$ cat src/rtl/instruction_fetch_pkg.sv
// Shared types and constants for the instruction fetch unit and its queue.
package instruction_fetch_pkg;

  typedef enum logic [1:0] {
    S_REQ  = 2'd0,
    S_WAIT = 2'd1,
    S_DROP = 2'd2
  } fetch_state_e;

  localparam logic [31:0] RESET_PC_DEFAULT = 32'h0000_0000;
  localparam logic [31:0] INSTR_NOP        = 32'h0000_0013;

  typedef struct packed {
    logic [31:0] pc;
    logic [31:0] instr;
  } fetch_entry_t;

  function automatic logic [31:0] align_pc(input logic [31:0] pc);
    return {pc[31:2], 2'b00};
  endfunction

endpackage

$ cat src/rtl/fetch_queue.sv
// Power-of-two FIFO of fetched {pc, instr} pairs with synchronous flush.
module fetch_queue #(
  parameter int DEPTH = 4,
  parameter int WIDTH = 64
) (
  input  logic                   i_clk,
  input  logic                   i_rst,
  input  logic                   i_push,
  input  logic                   i_pop,
  input  logic                   i_flush,
  input  logic [WIDTH-1:0]       i_data,
  output logic [WIDTH-1:0]       o_head,
  output logic [$clog2(DEPTH):0] o_count,
  output logic                   o_full,
  output logic                   o_empty
);

  localparam int AW = $clog2(DEPTH);

  logic [WIDTH-1:0] r_mem [DEPTH];
  logic [AW-1:0]    r_wr_ptr;
  logic [AW-1:0]    r_rd_ptr;
  logic [AW:0]      r_count;
  logic             w_push_ok;
  logic             w_pop_ok;

  assign o_full    = (r_count == (AW+1)'(DEPTH));
  assign o_empty   = (r_count == '0);
  assign o_count   = r_count;
  assign o_head    = r_mem[r_rd_ptr];
  assign w_push_ok = i_push && !o_full;
  assign w_pop_ok  = i_pop && !o_empty;

  always_ff @(posedge i_clk) begin
    if (i_rst || i_flush) begin
      r_wr_ptr <= '0;
      r_rd_ptr <= '0;
      r_count  <= '0;
    end else begin
      if (w_push_ok) r_wr_ptr <= r_wr_ptr + AW'(1);
      if (w_pop_ok)  r_rd_ptr <= r_rd_ptr + AW'(1);
      r_count <= r_count + (AW+1)'(w_push_ok) - (AW+1)'(w_pop_ok);
    end
  end

  // Storage is data only; pointers alone define validity.
  always_ff @(posedge i_clk) begin
    if (w_push_ok && !i_flush && !i_rst) r_mem[r_wr_ptr] <= i_data;
  end

endmodule

$ cat src/rtl/instruction_fetch.sv
// Fetch unit: PC register and single-outstanding request FSM feeding a decode queue.
module instruction_fetch
  import instruction_fetch_pkg::*;
#(
  parameter int          QUEUE_DEPTH = 4,
  parameter logic [31:0] RESET_PC    = RESET_PC_DEFAULT
) (
  input  logic                         clock,
  input  logic                         reset,
  output logic                         mem_req,
  output logic [31:0]                  mem_addr,
  input  logic                         mem_valid,
  input  logic [31:0]                  mem_data,
  input  logic                         redirect,
  input  logic [31:0]                  redirect_pc,
  input  logic                         decode_ready,
  output logic                         decodePulse,
  output logic [31:0]                  instr,
  output logic [31:0]                  pcNumber,
  output logic [$clog2(QUEUE_DEPTH):0] queue_count
);

  fetch_state_e r_state;
  fetch_state_e w_next_state;
  logic [31:0]  r_pc;
  logic [31:0]  r_hold_pc;
  logic [31:0]  r_hold_instr;
  logic         w_push;
  logic         w_pop;
  logic         w_flush;
  logic         w_full;
  logic         w_empty;
  fetch_entry_t w_head;
  fetch_entry_t w_push_entry;
  logic         w_unused;

  assign w_unused     = ^redirect_pc[1:0];
  assign w_flush      = redirect && !reset;
  assign w_push       = (r_state == S_WAIT) && mem_valid && !redirect && !reset;
  assign w_pop        = !w_empty && decode_ready && !redirect && !reset;
  assign w_push_entry = '{pc: r_pc, instr: mem_data};

  fetch_queue #(
    .DEPTH (QUEUE_DEPTH),
    .WIDTH (64)
  ) u_queue (
    .i_clk   (clock),
    .i_rst   (reset),
    .i_push  (w_push),
    .i_pop   (w_pop),
    .i_flush (w_flush),
    .i_data  (w_push_entry),
    .o_head  (w_head),
    .o_count (queue_count),
    .o_full  (w_full),
    .o_empty (w_empty)
  );

  always_ff @(posedge clock) begin
    if (reset) r_state <= S_REQ;
    else       r_state <= w_next_state;
  end

  // A redirect with a response still in flight must swallow that response in DROP.
  always_comb begin
    w_next_state = r_state;
    case (r_state)
      S_REQ: begin
        if (!redirect && !w_full) w_next_state = S_WAIT;
      end
      S_WAIT: begin
        if (mem_valid)     w_next_state = S_REQ;
        else if (redirect) w_next_state = S_DROP;
      end
      S_DROP: begin
        if (mem_valid) w_next_state = S_REQ;
      end
      default: w_next_state = S_REQ;
    endcase
  end

  always_comb begin
    mem_req  = (r_state == S_REQ) && !w_full && !redirect && !reset;
    mem_addr = r_pc;
  end

  always_ff @(posedge clock) begin
    if (reset)         r_pc <= RESET_PC;
    else if (redirect) r_pc <= align_pc(redirect_pc);
    else if (w_push)   r_pc <= r_pc + 32'd4;
  end

  always_ff @(posedge clock) begin
    if (reset) begin
      r_hold_pc    <= '0;
      r_hold_instr <= '0;
    end else if (w_pop) begin
      r_hold_pc    <= w_head.pc;
      r_hold_instr <= w_head.instr;
    end
  end

  // Head is presented combinationally on the pop cycle, then held afterwards.
  assign decodePulse = w_pop;
  assign instr       = w_pop ? w_head.instr : r_hold_instr;
  assign pcNumber    = w_pop ? w_head.pc    : r_hold_pc;

endmodule
$ cat config.mk
export PLATFORM = sky130hd
export DESIGN_NAME = instruction_fetch
export DESIGN_NICKNAME = d
export VERILOG_FILES = /design/src/rtl/instruction_fetch_pkg.sv /design/src/rtl/fetch_queue.sv /design/src/rtl/instruction_fetch.sv
export SDC_FILE = /design/constraint.sdc
export NUM_CORES = 1
export LEC_CHECK = 0
export CAP_MARGIN = 10
export CORE_AREA = 2 2 155 157
export CTS_BUF_LIST = sky130_fd_sc_hd__clkbuf_4
export CTS_CLUSTER_SIZE = 16
export DETAILED_ROUTE_END_ITERATION = 6
export DIE_AREA = 0 0 157 159
export PLACE_DENSITY = 0.84
export SLEW_MARGIN = 5
export SYNTH_ARGS = -nofsm -noshare
export SYNTH_HDL_FRONTEND = slang
export SYNTH_SLANG_ARGS = --single-unit
$ cat constraint.sdc
create_clock -name clock -period 6.1 [get_ports clock]
set_clock_uncertainty 0.2 [all_clocks]
set_input_delay 0.61 -clock clock [delete_from_list [all_inputs] [get_ports clock]]
set_output_delay 0.61 -clock clock [all_outputs]
set_load 0.05 [all_outputs]
==> impl_results.rst, run 1 <==
.. list-table::
   :header-rows: 1

   * - Metric
     - Value
   * - Share of post-route cells with drive strength above 1
     - 0.273
   * - Top cells by instance count after synthesis
     - 248 x edfxtp_1, 105 x dfxtp_1, 68 x nor2b_1
   * - Mean area per synthesized cell
     - 17.0 um^2
   * - Via-to-Cell Ratio
     - 5.49
   * - Count of yosys warnings during synthesis
     - 0
   * - Chip height
     - around 160 um
   * - Clock share of power
     - 0.416
   * - Cell Int Power
     - 3.76 mW
   * - Root cell of the clock tree
     - clkbuf_4
   * - Maximum number of pins on one net before global-route repair
     - 78
   * - Clock transition time at the flip-flop clock pins of the worst setup and hold paths
     - about 0.060 ns
   * - Power share of the sequential group
     - 0.542
   * - Type of the tightest min-delay check
     - in -> reg
   * - Cts bufs inserted
     - 86
   * - Critical path peak fanout
     - between 40 and 50
   * - Logic pwr share
     - 0.042
   * - DR WL/cell
     - 19.5 um
   * - Sw Share
     - 0.220
   * - Synthesis-stage register bit count
     - 353
   * - Top cells by area in the synthesized netlist
     - edfxtp_1 54%, dfxtp_1 15%, mux4_2 10%
   * - Quantity of hold-fixing buffers added after cts
     - 0
   * - Critical path, cell by cell
     - buf_4 > mux4_2 > mux2_2 > clkdlybuf4s50_1
   * - DP Wirelength
     - approximately 16,000 um
   * - Maximum single-stage delay on the critical path
     - ~0.98 ns
   * - Worst slew slack as a fraction of its limit
     - 0.307
   * - Layout Utilization
     - 0.727
   * - Num rows
     - between 50 and 60
   * - Number of enable-type register cells in the synthesized netlist
     - 248
   * - Cell type with the highest aggregate area in the netlist
     - edfxtp_1
   * - Number of I/O pins
     - 170
   * - Final cycle utilization of the critical path
     - 0.729
   * - Net switching power of the design
     - 1.06 mW
   * - Final WL
     - between 20,000 and 30,000 um
   * - Final max-slew violation count
     - 0
   * - Net total in the final layout
     - between 1,000 and 1,500
   * - First-pass GRT wire length
     - 43,400 um
   * - Gates resized, CTS repair
     - 0
   * - Number of endpoints failing setup at the final stage
     - 0
   * - Async SR Flop Fraction
     - 0
   * - Most instantiated library cell after synthesis
     - edfxtp_1
   * - Remaining antenna violation count after routing
     - 0
   * - Initial antenna violation count
     - 1
   * - Worst Path Class, Setup
     - reg -> out
   * - Placeable core area
     - about 23,000 um^2
   * - Number of hold violations in the final report
     - 0
   * - # H-tree levels
     - 3
   * - Number of buffer cells added on primary ports
     - 165
   * - Placer congestion estimate
     - between 0.7 and 0.8
   * - Max-capacitance violation count
     - 0
   * - Result of the run
     - completed
   * - DRC marker count from the first detailed-route iteration
     - approximately 440
   * - Critical Path AT
     - approximately 3.6 ns
   * - Accumulated negative setup slack
     - 0 ns
   * - Clk_lat worst skew
     - between 0.6 and 0.7 ns
   * - Time the worst path needs with I/O delays and setup
     - around 4.4 ns
   * - Slew at the pin closest to its max-slew limit
     - between 1 and 1.5 ns
   * - Setup bufs post-CTS
     - 0
   * - Growth of design area from synthesis to finish
     - 22.5%
   * - Synthesized instance count
     - roughly 810
   * - Timing-limited maximum frequency
     - between 0.2 and 0.25 GHz
   * - Vias in the first global route
     - between 8,000 and 9,000
   * - Critical-path top delay cell
     - dfxtp_4
   * - Total global routing track utilization
     - 0.227
   * - Category of the worst setup path launch point
     - flip-flop
   * - Leakage power total
     - about 5.7 nW
   * - Total power per unit cell area
     - approximately 290 nW/um^2
   * - Share of the yosys chip area belonging to registers
     - 0.694
   * - Area share of the largest cell type after synthesis
     - 0.541
   * - Width of the chip
     - ~160 um
   * - Detailed Routing Iterations Pass 1
     - 4
   * - Unrepaired setup endpoints after global routing
     - false
   * - Effective utilization at floorplan
     - 0.593
   * - Clk sink count
     - around 350
   * - Number of unique standard cell types used by synthesis
     - between 50 and 60
   * - Dominant synthesized flop cell
     - edfxtp_1
   * - Worst-case vdd ir drop
     - ~0.17 mV
   * - Total power after layout
     - approximately 4.8 mW
   * - Clock tree buffer depth
     - 3
   * - CTS tree
     - done
   * - Netlist area before placement
     - between 10,000 and 15,000 um^2
   * - Critical path capture point type
     - output port
   * - Die area
     - roughly 25,000 um^2
   * - Remaining Overflow, GRT
     - 0
   * - Total via count after detailed routing
     - roughly 7,800
   * - Total DRC errors in the routed layout
     - 0
   * - Required time of the critical path
     - around 5.3 ns
==> sequential cells by signal, indices dropped and copies added, names as in the netlist, named ones only <==
signal / cells
r_hold_instr: 32
u_queue.r_mem: 248
mem_addr: 30
r_hold_pc: 32
r_state: 2
u_queue.o_count: 3
u_queue.r_rd_ptr: 2
u_queue.r_wr_ptr: 2
==> area by class of cell <==
cell class / instances / area [um^2]
well taps: 319 / 399
repair buffers: 171 / 1710
clock inverters: 24 / 168
diodes: 1 / 2.50
clock buffers: 135 / 1010
multi-input cells: 395 / 3950
flip-flops and latches: 353 / 9560
fillers: 1482 / 6340
inverters: 15 / 56.3
==> cells in the final DEF (no fill, tap or decap), types with 5 or more instances in the layout <==
master,Yosys,layout
nand4_1,7,7
ha_1,7,7
dfxtp_1,105,103
xnor2_1,21,21
edfxtp_1,248,248
a21oi_1,8,8
nor3_1,11,11
nor4_1,5,5
and3_1,8,8
a211oi_1,17,17
buf_4,8,6
nand2_1,18,18
xor2_1,6,6
nor2b_1,68,68
clkdlybuf4s50_1,0,164
mux2_2,63,63
inv_1,14,14
clkinv_1,1,14
nor2_1,31,31
clkbuf_4,0,135
nand3_1,9,9
mux4_2,62,62
==> cells by family after synthesis <==
group,share of synthesized area
DFF,0.694
and+or+nand+nor,0.0843
muxes,0.154
buffers and inverters,0.0209
AOI/OAI and AO/OA,0.0212
xor gates and xnor gates,0.0172
adders and majority gates,0.00782
other,0.000272
==> critical path, delay by kind of cell (launching register included) <==
| family | cells | cell delay (ns) |
|---|---|---|
| flops | 1 | 0.98 |
| buf+inv | 2 | 1.10 |
| mux | 2 | 0.85 |
==> path summary, 6_finish.rpt <==
path | start | to | slack, ns | cells past startpoint
worst max-delay path | flip-flop | pcNumber[6] | 1.65 | 4
worst min-delay path | reset | r_hold_pc[15]$_SDFF_PP0_ | 0.1 | 2
worst max register to register | r_state[0]$_SDFFE_PP0P_ | u_queue.r_mem[0][2]$_DFFE_PP_ | 3.19 | 3
worst min register to register | u_queue.r_rd_ptr[1]$_SDFFE_PP0P_ | flip-flop | 0.33 | 2
==> through the flow <==
stage	instances	area, um^2	hold WS, ns	worst slack (ns)
2_1_floorplan	809	13800	0.271	2.48
3_3_place_gp	1253	15700	0.298	1.73
3_5_place_dp	1253	15700	0.318	1.71
4_1_cts	1412	16800	0.0299	1.53
5_1_grt	1413	16900	0.0605	1.39
6_report	1413	16900	0.0987	1.65
==> power by group through the flow <==
stage	Sequential, mW	Combinational, mW	Clock, mW
4_1_cts	2.61	0.204	2.06
5_1_grt	2.62	0.215	2.18
3_5_place_dp	2.67	0.202	0
6_report	2.62	0.203	2.00
3_3_place_gp	2.66	0.200	0
2_1_floorplan	2.70	0.0628	0
==> layer usage <==
layer  global-route usage  part of all wire
met5                    0                 0
met3               0.0468             0.062
met4               0.0859             0.015
met2                0.388              0.52
met1                0.287              0.41
Note: power is estimated with default switching activity, not from simulation.
==> run 2: changes to the inputs <==
CORE_AREA = 2 2 166 168   (was 2 2 155 157)
DIE_AREA = 0 0 168 170   (was 0 0 157 159)
PLACE_DENSITY = 0.78   (was 0.84)
clock period = 4.05 ns   (was 6.1 ns; I/O delays follow)
==> impl_results.rst, run 2 (same netlist as run 1, synthesis figures left out) <==
.. list-table::
   :header-rows: 1

   * - Metric
     - Value
   * - Result of the run
     - completed
   * - Vias in the first global route
     - ~8,100
   * - Cts bufs inserted
     - 88
   * - Clk sink count
     - around 350
   * - DRC marker count from the first detailed-route iteration
     - about 430
   * - Unrepaired setup endpoints after global routing
     - false
   * - Clock share of power
     - 0.406
   * - Critical path peak fanout
     - 30
   * - Timing-limited maximum frequency
     - 0.272 GHz
   * - Die area
     - around 29,000 um^2
   * - Num rows
     - 60
   * - Total DRC errors in the routed layout
     - 0
   * - Time the worst path needs with I/O delays and setup
     - about 3.7 ns
   * - Initial antenna violation count
     - 1
   * - Max-capacitance violation count
     - 0
   * - Maximum single-stage delay on the critical path
     - 0.76 ns
   * - Worst slack, placed
     - slightly below 0.5 ns
   * - Placer congestion estimate
     - roughly 0.77
   * - First-pass GRT wire length
     - 44,800 um
   * - Cell Int Power
     - 5.55 mW
   * - Remaining Overflow, GRT
     - 0
   * - Clk_lat worst skew
     - just under 0.7 ns
   * - Chip height
     - about 170 um
   * - Final cycle utilization of the critical path
     - 0.907
   * - Clock transition time at the flip-flop clock pins of the worst setup and hold paths
     - 0.06 ns
   * - CP top delay family
     - multiplexers
   * - Final WL
     - between 20,000 and 30,000 um
   * - Number of buffer cells added on primary ports
     - about 170
   * - Critical Path AT
     - slightly above 3 ns
   * - Final max-slew violation count
     - 0
   * - Total global routing track utilization
     - 0.205
   * - Remaining antenna violation count after routing
     - 0
   * - Category of the worst setup path launch point
     - flip-flop
   * - Worst slew slack as a fraction of its limit
     - 0.568
   * - CTS tree
     - done
   * - Net switching power of the design
     - ~1.6 mW
   * - Worst-case vdd ir drop
     - 0.260 mV
   * - Accumulated negative setup slack
     - 0 ns
   * - Number of hold violations in the final report
     - 0
   * - Worst Path Class, Setup
     - reg -> out
   * - Detailed Routing Iterations Pass 1
     - 4
   * - Required time of the critical path
     - around 3.4 ns
   * - Clock tree buffer depth
     - 3
   * - Critical path, cell by cell
     - mux4_2 > mux2_2 > clkdlybuf4s50_1
   * - Most frequent standard cell in the layout excluding fill and tap cells
     - edfxtp_1
   * - Maximum number of pins on one net before global-route repair
     - 49
   * - Slew at the pin closest to its max-slew limit
     - 0.648 ns
   * - Net total in the final layout
     - between 1,000 and 1,500
   * - Placeable core area
     - roughly 27,000 um^2
   * - Sw Share
     - 0.223
   * - Largest registers
     - u_queue.r_mem x248, r_hold_instr x32, r_hold_pc x32
   * - Largest register by flop count
     - u_queue.r_mem
   * - Critical-path top delay cell
     - dfxtp_4
   * - Power share of the sequential group
     - 0.551
   * - Critical path capture point type
     - output port
   * - Commonest non-fill, non-tap cells in the layout
     - 248 x edfxtp_1, 136 x clkbuf_4, 125 x clkdlybuf4s50_1
   * - Width of the chip
     - about 170 um
   * - Share of post-route cells with drive strength above 1
     - 0.312
   * - Setup bufs post-CTS
     - 0
   * - DP Wirelength
     - ~18,000 um
   * - Total via count after detailed routing
     - just under 8,000
   * - # H-tree levels
     - 3
   * - Flip-flop count of the largest register, all copies and words added
     - about 250
   * - DR WL/cell
     - around 20 um
   * - Growth of design area from synthesis to finish
     - 22.9%
   * - Root cell of the clock tree
     - clkbuf_4
   * - Number of endpoints failing setup at the final stage
     - 0
   * - Final worst slack
     - ~0.38 ns
   * - Number of I/O pins
     - 170
   * - Logic pwr share
     - 0.043
   * - Total power per unit cell area
     - 422 nW/um^2
   * - Type of the tightest min-delay check
     - in -> reg
   * - Effective utilization at floorplan
     - 0.516
   * - Critical path buffers and inverters
     - 1
   * - Via-to-Cell Ratio
     - about 5.3
   * - Fill cells
     - approximately 2,000
   * - Leakage power total
     - slightly below 6 nW
run 2: path summary, 6_finish.rpt:
path	from	endpoint	slack, ns	cells after the start
min reg2reg	u_queue.r_rd_ptr[1]$_SDFFE_PP0P_	flip-flop	0.29	2
min	redirect_pc[7]	mem_addr[7]$_SDFFE_PP0P_	0.09	3
max	flip-flop	instr[15]	0.38	3
max reg2reg	u_queue.o_count[0]$_SDFF_PP0_	u_queue.o_count[2]$_SDFF_PP0_	1.23	9
run 2: power by group through the flow:
stage / clock [mW] / sequential, mW / combinational (mW)
floorplan: 0 / 4.07 / 0.0946
global placement: 0 / 4.01 / 0.305
detailed placement: 0 / 4.02 / 0.309
CTS: 2.99 / 3.94 / 0.311
global route: 3.18 / 3.94 / 0.326
finish: 2.90 / 3.94 / 0.309
run 2: final cells by class:
class | count | area (um^2) | share of cell area
Tap cell | 341 | 427 | 0.0252
Sequential cell | 353 | 9560 | 0.565
Multi-Input combinational cell | 395 | 3950 | 0.233
Timing Repair Buffer | 186 | 1800 | 0.106
Inverter | 15 | 56.3 | 0.00333
Clock buffer | 136 | 1020 | 0.0603
Clock inverter | 28 | 108 | 0.00636
Antenna cell | 1 | 2.50 | 0.000148
run 2: repair_timing:
action	4_1_cts	5_1_grt
hold endpoints to repair	2	0
resized for setup	0	0
hold buffers	1	0
run 2: worst reg2reg max path, stage by stage, from the launching register on:
cell and delay (ns):
dfxtp_1 0.35, o311a_4 0.59, buf_12 0.28, ha_1 0.32
inv_1 0.04, ha_1 0.20, fa_1 0.37, xnor2_1 0.17
xnor2_1 0.13, nor2_1 0.05
run 2: routing by layer:
metal,track usage,vias up,part of all wire
met3,0.0498,41,0.053
li1,-,3636,-
met4,0.0783,0,0.019
met2,0.346,217,0.51
met5,0,-,0
met1,0.259,3853,0.41
run 2: per-stage QoR:
stage | hold WS (ns) | power [mW] | area, um^2 | std cells | utilization
after floorplan | 0.271 | 4.16 | 13800 | 809 | -
after global placement | 0.297 | 4.32 | 15800 | 1289 | 0.592
after detailed placement | 0.316 | 4.33 | 15800 | 1289 | 0.592
after CTS | 0.0407 | 7.23 | 16900 | 1454 | 0.635
after global routing | 0.0676 | 7.45 | 16900 | 1455 | 0.635
final | 0.0885 | 7.15 | 16900 | 1455 | 0.635
==> run 3: changes to the inputs <==
CORE_AREA = 2 2 159 161   (was 2 2 166 168)
DIE_AREA = 0 0 161 163   (was 0 0 168 170)
PLACE_DENSITY = 0.81   (was 0.78)
clock period = 3.85 ns   (was 4.05 ns; I/O delays follow)
==> impl_results.rst, run 3 (same netlist as run 1, synthesis figures left out) <==
.. list-table::
   :header-rows: 1

   * - Metric
     - Value
   * - Result of the run
     - completed
   * - Flip-flop count of the largest register, all copies and words added
     - 248
   * - Clock tree buffer depth
     - 3
   * - Remaining Overflow, GRT
     - 0
   * - Number of buffer cells added on primary ports
     - approximately 170
   * - Worst reg2reg setup slack
     - ~1.3 ns
   * - Chip height
     - between 150 and 200 um
   * - Number of hold violations in the final report
     - 0
   * - Net total in the final layout
     - 1,115
   * - Total power after layout
     - approximately 7.7 mW
   * - Clock transition time at the flip-flop clock pins of the worst setup and hold paths
     - 0.06 ns
   * - Hold Path Depth
     - 3
   * - DP Wirelength
     - between 15,000 and 20,000 um
   * - Accumulated negative setup slack
     - 0 ns
   * - Detailed Routing Iterations Pass 1
     - 6
   * - Number of I/O pins
     - 170
   * - Clk_lat worst skew
     - roughly 0.68 ns
   * - Total DRC errors in the routed layout
     - 0
   * - Total power per unit cell area
     - approximately 450 nW/um^2
   * - Cts bufs inserted
     - 90
   * - Critical Path AT
     - 2.77 ns
   * - Width of the chip
     - 161 um
   * - Remaining antenna violation count after routing
     - 0
   * - Time the worst path needs with I/O delays and setup
     - approximately 3.4 ns
   * - Reg-to-reg critical path startpoint
     - u_queue.o_count[0]$_SDFF_PP0_
   * - Setup bufs post-CTS
     - 0
   * - Commonest non-fill, non-tap cells in the layout
     - 248 x edfxtp_1, 144 x clkbuf_4, 103 x dfxtp_1
   * - Unrepaired setup endpoints after global routing
     - false
   * - Placer congestion estimate
     - 0.768
   * - Max-capacitance violation count
     - 0
   * - Leakage power total
     - 5.96 nW
   * - Vias in the first global route
     - 7,992
   * - Final WL
     - approximately 28,000 um
   * - Start point of the worst min-delay path
     - redirect_pc[7]
   * - Total global routing track utilization
     - 0.219
   * - DR WL/cell
     - approximately 20 um
   * - Effective utilization at floorplan
     - 0.558
   * - Category of the worst setup path launch point
     - flip-flop
   * - Growth of design area from synthesis to finish
     - 23.2%
   * - Most frequent standard cell in the layout excluding fill and tap cells
     - edfxtp_1
   * - Die area
     - around 26,000 um^2
   * - Num rows
     - just under 60
   * - Root cell of the clock tree
     - clkbuf_4
   * - Via-to-Cell Ratio
     - about 5.4
   * - Slew at the pin closest to its max-slew limit
     - 0.951 ns
   * - Worst Path Class, Setup
     - reg -> out
   * - CTS tree
     - done
   * - # H-tree levels
     - 3
   * - Number of endpoints failing setup at the final stage
     - 0
   * - Largest registers
     - u_queue.r_mem x248, r_hold_instr x32, r_hold_pc x32
   * - Critical path peak fanout
     - 30
   * - Worst-case reg-to-reg path depth
     - 8
   * - Total via count after detailed routing
     - just under 8,000
   * - Worst-case vdd ir drop
     - about 0.29 mV
   * - Largest register by flop count
     - u_queue.r_mem
   * - Worst slew slack as a fraction of its limit
     - 0.366
   * - Required time of the critical path
     - ~3.3 ns
   * - Maximum number of pins on one net before global-route repair
     - 77
   * - Critical path capture point type
     - output port
   * - Share of post-route cells with drive strength above 1
     - 0.342
   * - Type of the tightest min-delay check
     - in -> reg
   * - DRC marker count from the first detailed-route iteration
     - roughly 550
   * - Timing-limited maximum frequency
     - between 0.2 and 0.3 GHz
   * - WHS Endpoint
     - mem_addr[7]$_SDFFE_PP0P_
   * - First-pass GRT wire length
     - roughly 44,000 um
   * - Initial antenna violation count
     - 1
   * - Placeable core area
     - 24,700 um^2
   * - Final max-slew violation count
     - 0
   * - Final cycle utilization of the critical path
     - 0.872
   * - Endpoint of the worst register-to-register path
     - u_queue.o_count[2]$_SDFF_PP0_
   * - Worst hold margin
     - 0.0979 ns
   * - Clk sink count
     - between 300 and 400
[run 3: cell count changes in the layout (fill, tap and decap cells not counted), sizes merged]
| cell | change |
|---|---|
| buf | +23 |
| bufinv | +1 |
| clkbuf | +8 |
| clkdlybuf4s50 | -26 |
| clkinv | -6 |
| clkinvlp | +1 |
| diode | +2 |
| inv | -1 |
[run 3: area by class of cell]
class                      instances  area [um^2]
sequential                       353         9560
fill                            1684         7720
multi-input combinational        395         3950
timing repair buffer             183         1760
clock buffer                     144         1080
tap                              330          413
clock inverter                    23          129
inverter                          15         56.3
antenna                            3         7.51
[run 3: worst max path at each step]
stage | from | endpoint
after global placement | redirect | u_queue.r_mem[2][26]$_DFFE_PP_
after global routing | flip-flop | pcNumber[10]
after floorplan | u_queue.o_count[1]$_SDFF_PP0_ | u_queue.r_mem[1][0]$_DFFE_PP_
final | flip-flop | pcNumber[10]
after CTS | flip-flop | pcNumber[10]
after detailed placement | redirect | u_queue.o_count[2]$_SDFF_PP0_
[run 3: report_power, final]
group | switching [mW] | internal, mW
combinational | 0.189 | 0.136
clock | 1.46 | 1.77
sequential | 0.0530 | 4.09
[run 3: repair_timing]
action	in CTS	in global routing
hold endpoints to repair	18	0
hold buffers	1	0
resized for setup	0	0
setup endpoints to repair	0	0
[run 3: worst max-delay path: stages, from the launching register on]
cell     delay (ns)
dfxtp_4        0.69
buf_12         0.33
mux4_2         0.55
mux2_2         0.30
buf_4          0.20
[run 3: routing by layer]
metal | global-route usage | share of wire
met5 | 0 | 0
met4 | 0.0942 | 0.027
met3 | 0.0489 | 0.057
met2 | 0.366 | 0.51
met1 | 0.280 | 0.41
[run 3: stage by stage]
stage,utilization,cell area (um^2),setup slack (ns),instances
floorplan,-,13800,0.355,809
global placement,0.637,15700,0.710,1275
global route,0.687,17000,0.279,1446
CTS,0.687,16900,0.367,1443
finish,0.687,17000,0.491,1446
detailed placement,0.637,15700,0.675,1275
